[src/rtl/rom_boot_copier.sv]
// Copies COUNT 16-bit words from a synchronous ROM to a Wishbone slave, then releases the core reset.
// Optional running checksum of acknowledged words is enabled by defining ROM_BOOT_CHECKSUM_EN.
module rom_boot_copier #(
  parameter int          SIZE       = 'h2000,
  parameter int          ADDR_WIDTH = $clog2(SIZE),
  parameter int          DATA_WIDTH = 16,
  parameter int          COUNT      = SIZE,
  parameter logic [31:0] BASE_ADR   = 32'h0,
  parameter bit          AUTOSTART  = 1'b1
) (
  input  logic                    clock,
  input  logic                    resetq,
  input  logic                    start,
  output logic [ADDR_WIDTH-1:0]   rom_address,
  output logic                    rom_cen,
  input  logic [DATA_WIDTH-1:0]   rom_q,
  output logic                    wb_cyc_o,
  output logic                    wb_stb_o,
  output logic                    wb_we_o,
  output logic [31:0]             wb_adr_o,
  output logic [DATA_WIDTH-1:0]   wb_dat_o,
  output logic [DATA_WIDTH/8-1:0] wb_sel_o,
  input  logic                    wb_ack_i,
  input  logic                    wb_err_i,
  output logic                    busy,
  output logic                    done,
  output logic                    error,
  output logic                    core_resetq,
  output logic [15:0]             checksum,
  output logic [2:0]              o_dbg_state
);

  // Wishbone handshake: cyc/stb/we rise together on entry to WRITE and hold, with address and
  // data, until ack or err is sampled; err wins when both are high, and either ends the cycle.
  typedef enum logic [2:0] {IDLE, READ, LATCH, WRITE, DONE, ERROR} state_t;

  localparam logic [ADDR_WIDTH-1:0] LAST_IDX = ADDR_WIDTH'(COUNT - 1);

  state_t                  r_state;
  logic [ADDR_WIDTH-1:0]   r_idx;
  logic                    r_autostart;
  logic [ADDR_WIDTH-1:0]   r_rom_address;
  logic                    r_rom_cen;
  logic                    r_wb_cyc;
  logic [31:0]             r_wb_adr;
  logic [DATA_WIDTH-1:0]   r_wb_dat;
  logic                    r_busy;
  logic                    r_done;
  logic                    r_error;
  logic                    r_core_resetq;

  logic                    w_restart;
  logic [ADDR_WIDTH-1:0]   w_idx_next;

  assign w_restart  = ((r_state == IDLE) && (start || r_autostart)) ||
                      (((r_state == DONE) || (r_state == ERROR)) && start);
  assign w_idx_next = r_idx + ADDR_WIDTH'(1);

  always_ff @(posedge clock) begin
    if (!resetq) begin
      r_state       <= IDLE;
      r_idx         <= '0;
      r_autostart   <= AUTOSTART;
      r_rom_address <= '0;
      r_rom_cen     <= 1'b0;
      r_wb_cyc      <= 1'b0;
      r_wb_adr      <= BASE_ADR;
      r_wb_dat      <= '0;
      r_busy        <= 1'b0;
      r_done        <= 1'b0;
      r_error       <= 1'b0;
      r_core_resetq <= 1'b0;
    end else begin
      case (r_state)
        IDLE, DONE, ERROR: begin
          if (w_restart) begin
            r_autostart   <= 1'b0;
            r_idx         <= '0;
            r_rom_address <= '0;
            r_rom_cen     <= 1'b1;
            r_busy        <= 1'b1;
            r_done        <= 1'b0;
            r_error       <= 1'b0;
            r_core_resetq <= 1'b0;
            r_state       <= READ;
          end
        end
        READ: begin
          r_rom_cen <= 1'b0;
          r_state   <= LATCH;
        end
        LATCH: begin
          r_wb_dat <= rom_q;
          r_wb_adr <= BASE_ADR + (32'(r_idx) << 1);
          r_wb_cyc <= 1'b1;
          r_state  <= WRITE;
        end
        WRITE: begin
          if (wb_err_i) begin
            r_wb_cyc <= 1'b0;
            r_busy   <= 1'b0;
            r_error  <= 1'b1;
            r_state  <= ERROR;
          end else if (wb_ack_i) begin
            r_wb_cyc <= 1'b0;
            if (r_idx == LAST_IDX) begin
              r_busy        <= 1'b0;
              r_done        <= 1'b1;
              r_core_resetq <= 1'b1;
              r_state       <= DONE;
            end else begin
              r_idx         <= w_idx_next;
              r_rom_address <= w_idx_next;
              r_rom_cen     <= 1'b1;
              r_state       <= READ;
            end
          end
        end
        default: r_state <= IDLE;
      endcase
    end
  end

`ifdef ROM_BOOT_CHECKSUM_EN
  logic [15:0] r_checksum;

  always_ff @(posedge clock) begin
    if (!resetq) begin
      r_checksum <= '0;
    end else if (w_restart) begin
      r_checksum <= '0;
    end else if ((r_state == WRITE) && wb_ack_i && !wb_err_i) begin
      r_checksum <= r_checksum + 16'(r_wb_dat);
    end
  end

  assign checksum = r_checksum;
`else
  assign checksum = 16'h0;
`endif

  assign rom_address = r_rom_address;
  assign rom_cen     = r_rom_cen;
  assign wb_cyc_o    = r_wb_cyc;
  assign wb_stb_o    = r_wb_cyc;
  assign wb_we_o     = r_wb_cyc;
  assign wb_adr_o    = r_wb_adr;
  assign wb_dat_o    = r_wb_dat;
  assign wb_sel_o    = '1;
  assign busy        = r_busy;
  assign done        = r_done;
  assign error       = r_error;
  assign core_resetq = r_core_resetq;
  assign o_dbg_state = r_state;

endmodule

[config.mk]
export PLATFORM = sky130hd
export DESIGN_NAME = rom_boot_copier
export DESIGN_NICKNAME = d
export VERILOG_FILES = /design/src/rtl/rom_boot_copier.sv
export SDC_FILE = /design/constraint.sdc
export NUM_CORES = 1
export LEC_CHECK = 0
export BUFFER_PORTS_ARGS = -buffer_cell sky130_fd_sc_hd__buf_2
export CAP_MARGIN = 10
export CELL_PAD_IN_SITES_DETAIL_PLACEMENT = 2
export CELL_PAD_IN_SITES_GLOBAL_PLACEMENT = 2
export CORE_MARGIN = 2
export CORE_UTILIZATION = 28
export DETAILED_ROUTE_END_ITERATION = 16
export PLACE_DENSITY_LB_ADDON = 0.3
export SETUP_SLACK_MARGIN = 0.2
export SYNTH_ARGS = -nofsm -noshare
export SYNTH_HDL_FRONTEND = slang
export SYNTH_SLANG_ARGS = --single-unit
[constraint.sdc]
create_clock -name clock -period 4.6 [get_ports clock]
set_input_delay 1.38 -clock clock [delete_from_list [all_inputs] [get_ports clock]]
set_output_delay 1.38 -clock clock [all_outputs]
set_load 0.05 [all_outputs]
# Yosys cells after proc, flatten, opt, wreduce, memory -nomap -nowiden
# Cells that the tools add are included.
# op_classes
mux	29
div	0
magnitude_cmp	0
eq_ne	14
n_shift	0
addsub	1
mul	0
n_reduce_logical	18
bitwise_logic	0
# ops
op	n
13-bit two-way mux	4
13-bit case mux with 2 select lines	1
5-bit AND reduction	3
1-bit two-way mux	14
13-bit by 1-bit adder with 13-bit output (second input constant)	1
13-bit == test (second input constant)	1
3-bit two-way mux	4
2-bit inequality test (second input constant)	6
3-bit case mux with 4 select lines	1
1-bit case mux with 2 select lines	4
3-bit by 2-bit == test with 1-bit output (second input constant)	2
3-bit == test (second input constant)	2
3-bit inequality test (second input constant)	2
2-bit AND reduction	3
4-bit AND reduction	1
2-bit nonzero test	2
3-bit by 1-bit == test with 1-bit output (second input constant)	1
3-bit logical NOT	1
1-bit logical OR	3
1-bit case mux with 3 select lines	1
3-bit AND reduction	1
3-bit nonzero test	1
3-bit OR reduction	1
1-bit logical AND	2
# word_totals
in_bits	21
word_cells	72
output_inout_bits	90
latch_bits	0
romBits	0
reg_bits	51
ram_bits	0
memories	0

# Depth between registers and ports, before layout
# Gate-level depths: netlist of the first run.
# depth
depth_word	6
ltp_mapped	7
depth_no_buf	6

# Worst setup path after synthesis of the first run
# OpenSTA, ideal clock, no wires.
# synth_path
path_type	input -> register
from	in wb_err_i
to	reg r_rom_address[7], in the netlist rom_address[7]
n_path_buf	0
t_arrival_ps	2506
setup_time_ps	70
cell_stages	5
slack_ps	2024
required_ps	4530
cell_sequence	nor3b_4 nand3_4 a21o_1 or4_1 a21oi_1
# synth_between
elab_chain_len	2
# synth_rtl
element	line_no	rtl
start, declared	24	input logic wb_err_i,
2-bit inequality test (no source line)	n/a	
5-bit AND reduction (no source line)	n/a	
end signal, assigned	113	r_rom_address <= w_idx_next;
end, declared	42	logic [ADDR_WIDTH-1:0] r_rom_address;
# No other way between the ends.
# A chain may end at the register's enable or synchronous reset.

# Worst setup path after layout of the first run
# Ends and elaborated chain as after synthesis.

==> results.py, run 1 <==
metrics = {
    "place": {
        "place.port_buffers": 73,
        "placed_cells": 460,
        "dpl.hpwl_mm": 4.96,
        "routabilityCongestion": 0.738,
    },
    "finish": {
        "nFillCells": 1032,
        "layout_commonest_cell": "buf_2",
        "multi_input_area_um2": 1230,
        "synthToLayoutAreaGrowth_pct": 13.7,
        "seqCellArea_um2": 1020,
        "drive_gt1_share_pct": 25.6,
        "layout_common_cells": "buf_2 (73), nand2_1 (68), dfxtp_1 (51), conb_1 (37), a21boi_0 (32)",
        "antenna_cells": 0,
        "fin_cells": 468,
        "final_nets": 381,
    },
    "sta": {
        "slew_violations": 0,
        "fin_crit_sh_pct": 58.9,
        "tightest_slew_ps": 782,
        "rsz0062_at_grt": "no",
        "finClkSkew_ps": 14.0,
        "fmax_mhz": 369,
        "setup_viol": 0,
        "hold_viol": 0,
        "setup_tns_ps": 0,
        "maxSlewHeadroom_pct": 47.9,
        "finalCriticalPeriod_ps": 2710,
    },
    "drt": {
        "viasPerCell": 4.68,
        "antenna_left": 0,
        "wl_mm": 7.05,
        "via_count": 2191,
        "drtIter0Drc": 75,
        "drc_errors": 0,
        "wire_per_inst_um": 15.1,
        "drtPass1Iterations": 3,
    },
    "critical_path": {
        "cp.arrival_ps": 2960,
        "critical_path.max_stage_delay_ps": 530,
        "crit_type": "in2reg",
        "required_ps": 4850,
        "critPathLaunchType": "input port",
        "cp-end-kind": "flop",
        "slowest_stage": "or4_1",
        "cp_max_fo": 16,
        "cp_top_family": "simple AND/OR/NAND/NOR gates",
        "path_cells": "buf_2 -> nor3b_4 -> nand3_4 -> a21o_1 -> or4_1 -> a21oi_1",
        "path_buf_inv": 1,
    },
    "die": {
        "rows": 34,
        "die_h_um": 99.0,
        "core_um2": 8720,
        "design.die.area_um2": 9790,
        "start_util_pct": 29.0,
        "io_pins": 111,
        "die_w_um": 99.0,
    },
    "synthesis": {
        "yosysTopAreaCellShare_pct": 40.4,
        "yosysTopAreaCell": "dfxtp_1",
        "yosysWarnings": 0,
        "ys_ff_latch": 51,
        "synth_cells": 298,
        "yosysSeqAreaShare_pct": 40.4,
        "synth_cell_types": 42,
        "netlist_top_cells_area": "dfxtp_1 (40%), buf_4 (12%), nand2_1 (10%)",
        "syn_avg_cell_area_um2": 8.47,
        "netlist_area_um2": 2520,
    },
    "global_routing": {
        "grt-ovfl-total": 0,
        "grt_util_all_layers_pct": 14.4,
        "grt_first_pass_wirelength_mm": 11.3,
        "grt_max_degree": 48,
        "grt_antenna_before_repair": 0,
        "grt_pass1_vias": 2232,
    },
    "clock_network": {
        "ctsHoldBuffers": 0,
        "cts_resized": 0,
        "post_cts_buffers": 0,
        "clkTransAtPathRegs_ps": 110,
        "cts_buffer_depth": 2,
        "cts_tree": "built",
        "numClockSinks": 51,
        "clock-root-buffer": "clkbuf_8",
        "cts_buffers": 5,
        "clk_latency_ps": 320,
        "htreeDepth": 2,
    },
    "power": {
        "p_per_area_nw_per_um2": 362,
        "irDropWorstVdd_uv": 148,
        "p_leak_nw": 1.24,
    },
    "hold_path": {
        "hp-class": "reg2reg",
    },
    "run": {
        "drv_cap": 0,
    },
    "status": {
        "outcome": "complete, no violations",
    },
}
[stage by stage]
| step | setup WS, ps | util, % | total power (W) | area [um2] | hold slack (ps) |
|---|---|---|---|---|---|
| final | 1890 | 32.9 | 0.00104 | 2870 | 470 |
| after global placement | 1640 | 31.8 | 0.000765 | 2780 | 449 |
| after detailed placement | 1540 | 31.8 | 0.000772 | 2780 | 461 |
| after floorplan | 2020 | - | 0.000746 | 2660 | 432 |
| after global routing | 1790 | 32.9 | 0.00110 | 2870 | 496 |
| after CTS | 1890 | 32.9 | 0.00106 | 2870 | 476 |
[final cells by class]
| class | instances | area share [%] |
|---|---|---|
| Clock buffer | 5 | 2.40 |
| Timing Repair Buffer | 74 | 13.0 |
| Sequential cell | 51 | 35.6 |
| Clock inverter | 3 | 0.915 |
| Tap cell | 108 | 4.71 |
| Multi-Input combinational cell | 224 | 43.0 |
| Inverter | 3 | 0.392 |
[final timing paths]
kind	startpoint	to	slack [ps]	cells past startpoint
hold reg to reg	wb_dat_o[14]$_SDFFE_PN0P_	wb_dat_o[14]$_SDFFE_PN0P_	470	2
hold / removal	wb_dat_o[14]$_SDFFE_PN0P_	wb_dat_o[14]$_SDFFE_PN0P_	470	2
setup / recovery	wb_err_i	rom_address[7]$_SDFFE_PN0P_	1890	6
setup reg to reg	o_dbg_state[1]$_SDFFE_PN0P_	rom_address[4]$_SDFFE_PN0P_	2370	5
[cell usage after synthesis]
| cell type | n |
|---|---|
| clkbuf_1 | 9 |
| a21oi_1 | 9 |
| and2b_2 | 1 |
| nand4b_1 | 3 |
| or2b_2 | 1 |
| buf_4 | 41 |
| a221oi_1 | 1 |
| nor3b_4 | 1 |
| nor3_1 | 4 |
| a21boi_1 | 1 |
| nor2_1 | 12 |
| or4_1 | 4 |
| a2111oi_0 | 1 |
| o211ai_1 | 2 |
| nand3_4 | 1 |
| buf_2 | 1 |
| mux2i_1 | 1 |
| nand2_1 | 68 |
| a21boi_0 | 32 |
| ha_1 | 1 |
| xnor2_1 | 2 |
| and4_1 | 2 |
| a211oi_1 | 1 |
| o21ai_0 | 6 |
| o21ai_1 | 2 |
| buf_6 | 3 |
| or3_2 | 2 |
| nor3b_1 | 1 |
| nor4_4 | 1 |
| conb_1 | 2 |
| clkbuf_8 | 1 |
| inv_1 | 3 |
| nor2b_1 | 5 |
| dfxtp_1 | 51 |
| o211ai_4 | 1 |
| a21o_1 | 1 |
| nand2_2 | 1 |
| a22oi_1 | 2 |
| o31ai_1 | 5 |
| nand4_1 | 4 |
| nand3_1 | 7 |
| nand3b_1 | 1 |
[power by group]
group          internal, W  switching, W  total (W)  leakage [nW]
Sequential        0.000462     0.0000190   0.000481         0.414
Combinational    0.0000524      0.000226   0.000278         0.779
Clock             0.000112      0.000169   0.000281        0.0491
Total             0.000627      0.000414    0.00104          1.24
[cell families (layout without fill, tap and decap cells)]
| logic type | Yosys count | in the layout | share of synthesized area (%) |
|---|---|---|---|
| and+or+nand+nor | 119 | 119 | 23.6 |
| DFF | 51 | 51 | 40.4 |
| xor gates and xnor gates | 2 | 2 | 0.694 |
| other | 2 | 37 | 0.297 |
| buffers and inverters | 58 | 85 | 16.1 |
| AOI/OAI and AO/OA | 64 | 64 | 18.0 |
| muxes | 1 | 1 | 0.396 |
| adders and majority gates | 1 | 1 | 0.495 |
[routing by layer]
metal / vias up / share of wire [%] / GRT usage [%]
li1: 1055 / - / -
met1: 1056 / 45 / 18.0
met2: 76 / 48 / 24.6
met3: 4 / 5.6 / 3.90
met4: 0 / 1.0 / 3.79
met5: - / 0 / 0
[sequential cells by signal, summed over array words and instances, names as in the netlist]
name	count
wb_dat_o	16
core_resetq	1
r_autostart	1
rom_cen	1
wb_cyc_o	1
o_dbg_state	3
wb_adr_o	13
error	1
busy	1
rom_address	13
[worst reg2reg max path, delay by kind of cell (launching register included)]
kind               cells  cell delay [ps]
DFF                    1              580
AOI/OAI and AO/OA      2              510
and+or+nand+nor        3             1030
Note: power is estimated with default switching activity, not from simulation.
==> run 2, diff against run 1 <==
Settings changed: CORE_UTILIZATION 28 to 26.
Clock period 4.6 ns to 2.7 ns, I/O delays scaled along.
==> results.py, run 2 (synthesis results as in run 1) <==
metrics = {
    "die": {
        "design.die.area_um2": 10500,
        "core_um2": 9330,
        "die_w_um": 103,
        "rows": 35,
        "die_h_um": 103,
        "io_pins": 111,
        "start_util_pct": 27.1,
    },
    "place": {
        "routabilityCongestion": 0.750,
        "place.port_buffers": 73,
        "dpl.hpwl_mm": 5.03,
    },
    "power": {
        "irDropWorstVdd_uv": 261,
        "p_leak_nw": 1.27,
        "total_power_w": 0.00182,
        "p_per_area_nw_per_um2": 616,
    },
    "drt": {
        "wl_mm": 6.84,
        "wire_per_inst_um": 13.9,
        "via_count": 2194,
        "antenna_left": 0,
        "drtIter0Drc": 39,
        "drc_errors": 0,
        "viasPerCell": 4.45,
        "drtPass1Iterations": 3,
    },
    "run": {
        "drv_cap": 0,
    },
    "finish": {
        "final_nets": 386,
        "nFillCells": 1128,
        "synthToLayoutAreaGrowth_pct": 17.0,
        "largest_reg_flops": 16,
        "antenna_cells": 0,
        "drive_gt1_share_pct": 26.1,
        "layout_common_cells": "buf_2 (73), nand2_1 (68), dfxtp_1 (51), conb_1 (37), a21boi_0 (32)",
        "layout_commonest_cell": "buf_2",
    },
    "clock_network": {
        "cts_tree": "built",
        "numClockSinks": 51,
        "clk_latency_ps": 300,
        "ctsHoldBuffers": 0,
        "cts_buffers": 5,
        "clkTransAtPathRegs_ps": 90,
        "clock-root-buffer": "clkbuf_8",
        "cts_buffer_depth": 2,
        "post_cts_buffers": 0,
        "htreeDepth": 2,
        "cts_resized": 0,
    },
    "critical_path": {
        "required_ps": 1890,
        "critPathLaunchType": "flop",
        "critical_path.max_stage_delay_ps": 590,
        "cp_top_family": "flip-flops",
        "slowest_stage": "dfxtp_1",
        "path_cells": "buf_2",
        "cp_max_fo": 11,
        "path_buf_inv": 1,
        "cp-end-kind": "primary output",
        "cp.arrival_ps": 1230,
        "crit_type": "reg2out",
    },
    "global_routing": {
        "grt_first_pass_wirelength_mm": 10.8,
        "grt_max_degree": 31,
        "grt_pass1_vias": 2217,
        "grt_util_all_layers_pct": 13.2,
        "grt-ovfl-total": 0,
        "grt_antenna_before_repair": 0,
    },
    "sta": {
        "rsz0062_at_grt": "no",
        "fin_crit_sh_pct": 75.7,
        "whs_ps": 466,
        "tightest_slew_ps": 611,
        "finalCriticalPeriod_ps": 2040,
        "setup_tns_ps": 0,
        "maxSlewHeadroom_pct": 59.3,
        "slew_violations": 0,
        "setup_viol": 0,
        "fmax_mhz": 489,
        "hold_viol": 0,
        "finClkSkew_ps": 4.69,
    },
    "hold_path": {
        "hp-class": "reg2reg",
    },
    "status": {
        "outcome": "complete, no violations",
    },
}
-- run 2: cell types whose count changed in the layout (fill, tap and decap cells not counted), sizes merged --
cell	previous run	this run
buf	74	79
clkinv	1	0
inv	5	3
bufinv	0	1
clkbuf	5	6
-- run 2: area by class of cell --
class / instances / area (um2) / area share, %
multi-input cells: 224 / 1230 / 41.8
repair buffers: 79 / 423 / 14.3
clock inverters: 1 / 30.0 / 1.02
clock buffers: 6 / 72.6 / 2.46
flip-flops and latches: 51 / 1020 / 34.6
well taps: 129 / 161 / 5.46
inverters: 3 / 11.3 / 0.381
-- run 2: power by group --
part	switching [W]	internal, W	leakage [nW]
clock	0.000245	0.000272	0.0513
combinational	0.000385	0.000101	0.807
sequential	0.0000307	0.000786	0.414
-- run 2: per-layer routing --
metal  part of all wire [%]  up-vias  GRT usage (%)
li1                       -     1061              -
met1                     46     1061           16.8
met2                     47       65           22.3
met3                    6.0        7           2.92
met4                    1.1        0           3.69
met5                      0        -              0
-- run 2: worst paths after layout --
kind / startpoint / to / slack (ps) / cells after the start
setup / recovery: o_dbg_state[2]$_SDFFE_PN0P_ / o_dbg_state[2] / 660 / 1
hold / removal: wb_adr_o[1]$_SDFFE_PN0P_ / wb_adr_o[1]$_SDFFE_PN0P_ / 470 / 2
setup reg to reg: rom_address[1]$_SDFFE_PN0P_ / rom_address[3]$_SDFFE_PN0P_ / 680 / 7
hold reg to reg: wb_adr_o[1]$_SDFFE_PN0P_ / wb_adr_o[1]$_SDFFE_PN0P_ / 470 / 2
-- run 2: stage by stage --
stage / setup WS [ps] / std cells / instance area (um2) / utilization (%)
after floorplan: 593 / 333 / 2660 / -
after global placement: 379 / 486 / 2850 / 30.6
after detailed placement: 356 / 486 / 2850 / 30.6
after CTS: 618 / 493 / 2950 / 31.7
after global routing: 412 / 493 / 2950 / 31.7
final: 655 / 493 / 2950 / 31.7
-- run 2: worst reg2reg max path: stages (launching register included) --
cell and delay [ps]:
dfxtp_1 440, ha_1 260, nand4_1 190, nor4_4 330, a21o_1 310, buf_4 210
o21ai_1 80, a21boi_1 140
==> run 3, diff against run 2 <==
Clock period 2.7 ns to 2.1 ns, I/O delays scaled along.
==> results.py, run 3 (synthesis results as in run 1) <==
metrics = {
    "critical_path": {
        "cp.arrival_ps": 2020,
        "r2r.worst_path.cells": 6,
        "required_ps": 2340,
        "r2r-start": "rom_address[1]$_SDFFE_PN0P_",
        "cp_max_fo": 10,
        "r2r_setup_slack_ps": 310,
        "critPathLaunchType": "flop",
        "rr_endpoint": "rom_address[7]$_SDFFE_PN0P_",
        "cp-end-kind": "flop",
        "crit_type": "reg2reg",
    },
    "power": {
        "total_power_w": 0.00240,
        "p_leak_nw": 1.32,
        "p_per_area_nw_per_um2": 787,
        "irDropWorstVdd_uv": 269,
    },
    "drt": {
        "wl_mm": 7.30,
        "antenna_left": 0,
        "drtIter0Drc": 46,
        "viasPerCell": 4.48,
        "via_count": 2250,
        "drtPass1Iterations": 4,
        "wire_per_inst_um": 14.5,
        "drc_errors": 0,
    },
    "die": {
        "start_util_pct": 27.1,
        "rows": 35,
        "design.die.area_um2": 10500,
        "die_w_um": 103,
        "die_h_um": 103,
        "io_pins": 111,
        "core_um2": 9330,
    },
    "finish": {
        "largest_reg_flops": 16,
        "utilization_pct": 32.7,
        "drive_gt1_share_pct": 30.6,
        "layout_commonest_cell": "buf_2",
        "final_nets": 395,
        "synthToLayoutAreaGrowth_pct": 20.7,
        "finalInstanceArea_um2": 3050,
        "layout_common_cells": "buf_2 (73), nand2_1 (68), dfxtp_1 (44), conb_1 (37), a21boi_0 (32)",
        "antenna_cells": 0,
    },
    "sta": {
        "maxSlewHeadroom_pct": 57.7,
        "fmax_mhz": 560,
        "rsz0062_at_grt": "no",
        "setup_tns_ps": 0,
        "finClkSkew_ps": 14.2,
        "fin_crit_sh_pct": 85.0,
        "finalCriticalPeriod_ps": 1790,
        "slew_violations": 0,
        "setup_viol": 0,
        "tightest_slew_ps": 635,
        "setup_slack_ps": 315,
        "hold_viol": 0,
    },
    "run": {
        "drv_cap": 0,
    },
    "hold_path": {
        "min_from": "wb_adr_o[9]$_SDFFE_PN0P_",
        "whs_endpoint": "wb_adr_o[9]$_SDFFE_PN0P_",
        "hp-class": "reg2reg",
        "min_path_cells": 2,
    },
    "clock_network": {
        "post_cts_buffers": 0,
        "ctsHoldBuffers": 0,
        "clock-root-buffer": "clkbuf_8",
        "cts_buffers": 5,
        "cts_tree": "built",
        "htreeDepth": 2,
        "clkTransAtPathRegs_ps": 100,
        "clk_latency_ps": 310,
        "cts_buffer_depth": 2,
        "numClockSinks": 51,
    },
    "status": {
        "outcome": "complete, no violations",
    },
    "place": {
        "dpl.hpwl_mm": 5.42,
        "post-place-ws_ps": -6.10,
        "place_area_um2": 2930,
        "routabilityCongestion": 0.746,
        "place.port_buffers": 73,
    },
    "global_routing": {
        "grt_util_all_layers_pct": 14.1,
        "grt_max_degree": 31,
        "grt_first_pass_wirelength_mm": 11.6,
        "grt_pass1_vias": 2329,
        "grt-ovfl-total": 0,
        "grt_antenna_before_repair": 0,
    },
}
run 3: worst max-delay path, stage by stage (launching register included):
cell	delay, ps
dfxtp_2	370
ha_2	220
nand4_1	170
nor4_4	70
a21o_4	230
or4_1	480
a21oi_1	170
run 3: area by class of cell:
cell class	count	area [um2]
fillers	1103	6280
multi-input cells	224	1240
flip-flops and latches	51	1030
repair buffers	88	490
well taps	129	161
clock buffers	5	68.8
clock inverters	2	37.5
inverters	3	11.3
run 3: per-layer routing:
| layer | global-route usage [%] | part of all wire, % |
|---|---|---|
| met5 | 0 | 0 |
| met2 | 24.6 | 49 |
| met4 | 2.77 | 0.47 |
| met3 | 3.25 | 5.2 |
| met1 | 17.8 | 45 |
run 3: stage by stage:
step                      std cells  hold slack [ps]
final                           502              467
after global routing            502              495
after CTS                       502              474
after detailed placement        495              459
after global placement          495              447
after floorplan                 333              432
run 3: how the worst max path moves through the flow:
stage,start,depth (start not counted),endpoint,slack [ps]
6_report,rom_address[1]$_SDFFE_PN0P_,6,rom_address[7]$_SDFFE_PN0P_,310
5_1_grt,rom_address[9]$_SDFFE_PN0P_,6,rom_address[1]$_SDFFE_PN0P_,200
4_1_cts,rom_address[1]$_SDFFE_PN0P_,7,rom_address[3]$_SDFFE_PN0P_,200
3_5_place_dp,wb_err_i,6,rom_address[7]$_SDFFE_PN0P_,-6
3_3_place_gp,wb_err_i,6,rom_address[7]$_SDFFE_PN0P_,60
2_1_floorplan,rom_address[2]$_SDFFE_PN0P_,6,rom_address[3]$_SDFFE_PN0P_,190
run 3: report_power, final:
part | total, W | internal [W] | leakage [nW] | switching [W]
Sequential | 0.00105 | 0.00101 | 0.417 | 0.0000396
Clock | 0.000687 | 0.000349 | 0.0502 | 0.000338
Combinational | 0.000658 | 0.000148 | 0.849 | 0.000509
Total | 0.00240 | 0.00151 | 1.32 | 0.000887
run 3: what timing repair did:
item | 4_1_cts | 5_1_grt
pin swaps | 0 | 1
endpoints found under the setup margin | 9 | 10
hold endpoints to repair | 0 | 0
gates resized for setup | 2 | 2
